===== src/rtl/dmem_copy.sv =====
// dmem_copy: block-copy engine driving both ports of the dual-port data memory.
//
// A copy is requested with start/src/dst/len while idle. The engine issues
// one read per clock from src upward, and one clock later writes each returned
// word to the matching address from dst upward. Address arithmetic wraps
// modulo 2^ADDR_W.
//
// Ports:
//   clk, rst             clock (posedge) and asynchronous active-high reset
//   start, src, dst, len copy request; operands latched when accepted in IDLE
//   abort                cancel an in-flight copy (no done pulse)
//   busy                 copy in progress
//   done                 one-cycle pulse after a normal completion
//   words_done           words written by the current / most recent copy
//   mem_raddr, mem_rdata memory read port (memory registers data on negedge)
//   mem_waddr, mem_wdata,
//   mem_wen              memory write port (memory writes on negedge)
module dmem_copy #(
    parameter int ADDR_W = 24,
    parameter int WORD_W = 24
) (
    input  logic              clk,
    input  logic              rst,
    input  logic              start,
    input  logic [ADDR_W-1:0] src,
    input  logic [ADDR_W-1:0] dst,
    input  logic [ADDR_W-1:0] len,
    input  logic              abort,
    output logic              busy,
    output logic              done,
    output logic [ADDR_W-1:0] words_done,
    output logic [ADDR_W-1:0] mem_raddr,
    input  logic [WORD_W-1:0] mem_rdata,
    output logic [ADDR_W-1:0] mem_waddr,
    output logic [WORD_W-1:0] mem_wdata,
    output logic              mem_wen
);

    localparam logic [ADDR_W-1:0] A_ZERO = {ADDR_W{1'b0}};
    localparam logic [ADDR_W-1:0] A_ONE  = {{(ADDR_W-1){1'b0}}, 1'b1};
    localparam logic [WORD_W-1:0] W_ZERO = {WORD_W{1'b0}};

    typedef enum logic [1:0] {
        IDLE  = 2'd0,
        RUN   = 2'd1,
        FLUSH = 2'd2
    } state_t;

    state_t            state_r, state_s;
    logic [ADDR_W-1:0] src_r, src_s;
    logic [ADDR_W-1:0] dst_r, dst_s;
    logic [ADDR_W-1:0] len_r, len_s;
    // cnt_r = number of words already captured from the read port
    logic [ADDR_W-1:0] cnt_r, cnt_s;
    logic [ADDR_W-1:0] cnt_inc_s;
    logic              busy_r, busy_s;
    logic              done_r, done_s;
    logic [ADDR_W-1:0] words_done_r, words_done_s;
    logic [ADDR_W-1:0] raddr_r, raddr_s;
    logic [ADDR_W-1:0] waddr_r, waddr_s;
    logic [WORD_W-1:0] wdata_r, wdata_s;
    logic              wen_r, wen_s;

    // Next-state and next-output logic for the copy sequencer
    always_comb begin
        state_s      = state_r;
        src_s        = src_r;
        dst_s        = dst_r;
        len_s        = len_r;
        cnt_s        = cnt_r;
        busy_s       = busy_r;
        done_s       = 1'b0;
        raddr_s      = raddr_r;
        waddr_s      = waddr_r;
        wdata_s      = wdata_r;
        wen_s        = wen_r;
        cnt_inc_s    = cnt_r + A_ONE;

        // A write happened during the cycle just ending, so it is now counted.
        // This also covers the abort edge: the write before it did complete.
        if (wen_r) begin
            words_done_s = words_done_r + A_ONE;
        end else begin
            words_done_s = words_done_r;
        end

        case (state_r)
            IDLE: begin
                if (start) begin
                    if (len != A_ZERO) begin
                        src_s        = src;
                        dst_s        = dst;
                        len_s        = len;
                        cnt_s        = A_ZERO;
                        raddr_s      = src;
                        words_done_s = A_ZERO;
                        busy_s       = 1'b1;
                        state_s      = RUN;
                    end else begin
                        // Empty copy: complete immediately, never touch memory
                        words_done_s = A_ZERO;
                        done_s       = 1'b1;
                    end
                end else begin
                    state_s = IDLE;
                end
            end
            RUN: begin
                if (abort) begin
                    wen_s   = 1'b0;
                    busy_s  = 1'b0;
                    state_s = IDLE;
                end else begin
                    // Word cnt_r was read last cycle; write it now
                    waddr_s = dst_r + cnt_r;
                    wdata_s = mem_rdata;
                    wen_s   = 1'b1;
                    cnt_s   = cnt_inc_s;
                    if (cnt_inc_s < len_r) begin
                        raddr_s = src_r + cnt_inc_s;
                    end else begin
                        // Last word is being written this cycle
                        state_s = FLUSH;
                    end
                end
            end
            FLUSH: begin
                if (abort) begin
                    wen_s   = 1'b0;
                    busy_s  = 1'b0;
                    state_s = IDLE;
                end else begin
                    wen_s   = 1'b0;
                    busy_s  = 1'b0;
                    done_s  = 1'b1;
                    state_s = IDLE;
                end
            end
            default: begin
                wen_s   = 1'b0;
                busy_s  = 1'b0;
                state_s = IDLE;
            end
        endcase
    end

    // State and output registers; reset clears everything without waiting for clk
    always_ff @(posedge clk or posedge rst) begin
        if (rst) begin
            state_r      <= IDLE;
            src_r        <= A_ZERO;
            dst_r        <= A_ZERO;
            len_r        <= A_ZERO;
            cnt_r        <= A_ZERO;
            busy_r       <= 1'b0;
            done_r       <= 1'b0;
            words_done_r <= A_ZERO;
            raddr_r      <= A_ZERO;
            waddr_r      <= A_ZERO;
            wdata_r      <= W_ZERO;
            wen_r        <= 1'b0;
        end else begin
            state_r      <= state_s;
            src_r        <= src_s;
            dst_r        <= dst_s;
            len_r        <= len_s;
            cnt_r        <= cnt_s;
            busy_r       <= busy_s;
            done_r       <= done_s;
            words_done_r <= words_done_s;
            raddr_r      <= raddr_s;
            waddr_r      <= waddr_s;
            wdata_r      <= wdata_s;
            wen_r        <= wen_s;
        end
    end

    assign busy       = busy_r;
    assign done       = done_r;
    assign words_done = words_done_r;
    assign mem_raddr  = raddr_r;
    assign mem_waddr  = waddr_r;
    assign mem_wdata  = wdata_r;
    assign mem_wen    = wen_r;

endmodule


===== config.mk =====
export PLATFORM = sky130hd
export DESIGN_NAME = dmem_copy
export DESIGN_NICKNAME = d
export VERILOG_FILES = /design/src/rtl/dmem_copy.sv
export SDC_FILE = /design/constraint.sdc
export NUM_CORES = 1
export LEC_CHECK = 0
export CORE_MARGIN = 5
export CORE_UTILIZATION = 50
export DETAILED_ROUTE_END_ITERATION = 10
export GPL_TIMING_DRIVEN = 1
export PLACE_DENSITY = 0.84
export SKIP_LAST_GASP = 1
export SLEW_MARGIN = 20
export SYNTH_ARGS = -nofsm -noshare
export SYNTH_HDL_FRONTEND = slang
export SYNTH_SLANG_ARGS = --single-unit

===== constraint.sdc =====
create_clock -name clk -period 21.9 [get_ports clk]
set_clock_uncertainty 0.1 [all_clocks]
set_input_delay 5.475 -clock clk [delete_from_list [all_inputs] [get_ports clk]]
set_output_delay 5.475 -clock clk [all_outputs]
set_load 0.03 [all_outputs]

==> impl_results.md <==
* Max incr delay on CP at 0.74 ns
* Total GRT Usage at 23.0%
* Pwr Total at 1640 µW
* Number of remaining DRC errors at 0
* Distinct cells, synth at 60
* Fmax at 0.127 GHz
* Tmin final at 7.89 ns
* Share of the synthesized area in the top cell type at 45.0%
* Largest net degree at the start of global routing at 117
* Worst-path cell chain: clkdlybuf4s50_1 > inv_1 > nand2_4 > a211oi_1 > o21a_1 > nor2_2 > buf_4 > mux2_2
* Post-Syn Area at 10900 µm²
* CP arrival at 8.11 ns
* Tightest Pin Transition at 1.02 ns
* Status: completed
* Post-detailed-routing wire length at 28400 µm
* Synth Area in Simple Gates at 19.9%
* Setup TNS at 0 ns
* Async SR Flop Fraction at 100%
* Maxcap violations at 0
* Synth cell count leaders: 320 x nand2_1, 197 x dfrtp_1, 116 x o21ai_0
* Crit end category: flip-flop
* WL per Instance at 16.8 µm
* Final Max Tran Viols at 0
* IO Count at 199
* Die H at 158 µm
* Slowest CP cell: nand2_4
* Nets@finish at 1573
* Setup WS pre-CTS at 13.53 ns
* HPWL after DPL at 20500 µm
* Iteration-0 DRC count of the detailed router at 616
* Post-CTS Resized at 0
* Gate power share at 45.2%
* Clock share of power at 19.3%
* Yosys warnings at 0
* Core footprint at 21700 µm²
* Syn Nets at 1398
* XOR/XNOR share of the synthesized area at 6.55%
* Hold_buf cts at 0
* Fin worst setup slack at 14.01 ns
* Crit Path Category: input pin to flip-flop
* Post-synthesis adder-cell area fraction at 8.48%
* Mean Syn Cell Area at 8.94 µm²
* Initial core utilization at 50.5%
* Clock slew at reported path FFs at 0.07 ns
* Largest family of logic cells by synthesized area: simple AND/OR/NAND/NOR gates
* Sw Ratio at 40.6%
* Ratio of cells with drive above 1 in the final layout at 5.38%
* Worst path bufs/invs at 3
* DRT Pass-1 Iters at 5
* Clock Root Buffer: clkbuf_16
* Setup Fix Bufs, Post-CTS at 0
* Synth area leaders: dfrtp_1 45%, nand2_1 11%, ha_1 8.1%
* Internal Pwr Total at 973 µW
* Min-Delay Path Class: flip-flop to flip-flop
* Slew HR at 32.1%
* Area Overhead vs Synth at 25.7%
* Initial antenna violation count at 1
* Most common cell in the netlist: nand2_1
* CTS tree: built
* Clock sink total at 197
* First-pass GRT wire length at 46100 µm
* PwrDens at 119 nW/µm²
* PortBufs at 198
* DRT antenna net count at 0
* Worst skew pair latency at 0.44 ns
* Ys flop type: dfrtp_1
* Delay-heaviest family, CP: buffers and inverters
* Seq pwr share at 35.5%
* Routability cong. at 0.890
* Chip Width at 158 µm
* H-tree depth at 4
* Worst hold slack at 0.371 ns
* Die ar. at 25000 µm²
* Vias in the first global route at 9086
* Fillers at 1778
* Diode count at 0
* Gr ovfl total at 0
* Cell Rows at 54
* Mapped Cells at 1225
* Period utilization at 36.0%
* Post-synthesis sequential area ratio at 45.0%
* RSZ-0062 raised after global routing: no
* Synth Register Bits at 197
* Psw at 664 µW
* EDFF count, synth at 0
* P_leak at 0.00663 µW
* Setup violators final at 0
* CP max FO at 102
* Vias at 9426
* Required time worst endpoint at 22.12 ns
* Clk buf depth at 2
* Max IR drop VDD at 0.0774 mV
* Synth area leader: dfrtp_1
* Synth Area in Compound Gates at 14.3%
* Vias per cell at 5.57
* Final hold violations at 0
* Crit start category: input pin
* Mux contribution to synthesized area at 2.75%
* CTS buffer count at 17
power groups by stage:
stage,Clock [µW],Sequential (µW),Combinational [µW]
3_3_place_gp,0,580,722
3_5_place_dp,0,585,740
6_report,317,580,740
4_1_cts,321,581,745
5_1_grt,337,597,811
2_1_floorplan,0,701,352
metrics by stage:
step / area (µm²) / instances / util, %
after global routing: 13800 / 1692 / 63.5
after global placement: 13200 / 1661 / 60.7
after CTS: 13800 / 1692 / 63.4
final: 13800 / 1692 / 63.5
after detailed placement: 13200 / 1661 / 60.7
after floorplan: 10900 / 1225 / -
metal layers:
layer	GRT usage [%]	part of all wire, %
met5	0	0.032
met4	7.55	2.7
met3	5.44	7.8
met2	37.8	47
met1	30.4	42
area by class of cell:
| class | count | area [µm²] | share of cell area (%) |
|---|---|---|---|
| Multi-Input combinational cell | 940 | 5710 | 41.5 |
| Sequential cell | 197 | 4930 | 35.8 |
| Timing Repair Buffer | 205 | 2040 | 14.8 |
| Clock buffer | 20 | 457 | 3.32 |
| Tap cell | 280 | 350 | 2.55 |
| Inverter | 39 | 154 | 1.12 |
| Clock inverter | 11 | 128 | 0.927 |
flip-flops by register name (all words and copies together) (netlist names), 2 cells and up:
name	flops
cnt_r	24
dst_r	24
len_r	24
mem_raddr	24
mem_waddr	24
mem_wdata	24
src_r	24
words_done	24
state_r	2
tightest hold or removal path, cell delays in order (launching register included):
cell and delay (ns):
dfrtp_1 0.34, nand2_1 0.05, nand2_1 0.05
final timing paths:
check / cells past startpoint / from / slack [ns] / to
setup reg to reg: 15 / cnt_r[0] / 17.33 / mem_raddr[4]
setup / recovery: 8 / abort / 14.01 / mem_raddr[4]
max in group asynchronous: 3 / rst / 14.94 / dst_r[0]
hold / removal: 2 / mem_wdata[4] / 0.37 / mem_wdata[4]
hold reg to reg: 2 / mem_wdata[4] / 0.37 / mem_wdata[4]
min in group asynchronous: 2 / rst / 5.50 / words_done[22]
cells in the final DEF (no fill, tap or decap), drive strengths merged, types with 8 or more instances in the layout:
cell and n:
nand4 11, a211oi 10, ha 71, nand3 27
clkdlybuf4s50 198, a21oi 45, a21o 27, and3 17
inv 40, nor4 8, dfrtp 197, xor2 46
a31oi 13, mux2 25, clkbuf 20, nand2 320
nor2 66, xnor2 35, o31ai 13, o21ai 118
kinds of logic (layout without fill, tap and decap cells):
group                    Yosys count  in the layout
AO/OA/AOI/OAI                    260            260
XOR/XNOR                          81             81
adder cells (fa/ha/maj)           73             73
buffers and inverters             88            275
flip-flops                       197            197
multiplexers                      27             27
AND/OR/NAND/NOR                  499            499
Power figures use the tool's default switching activity.
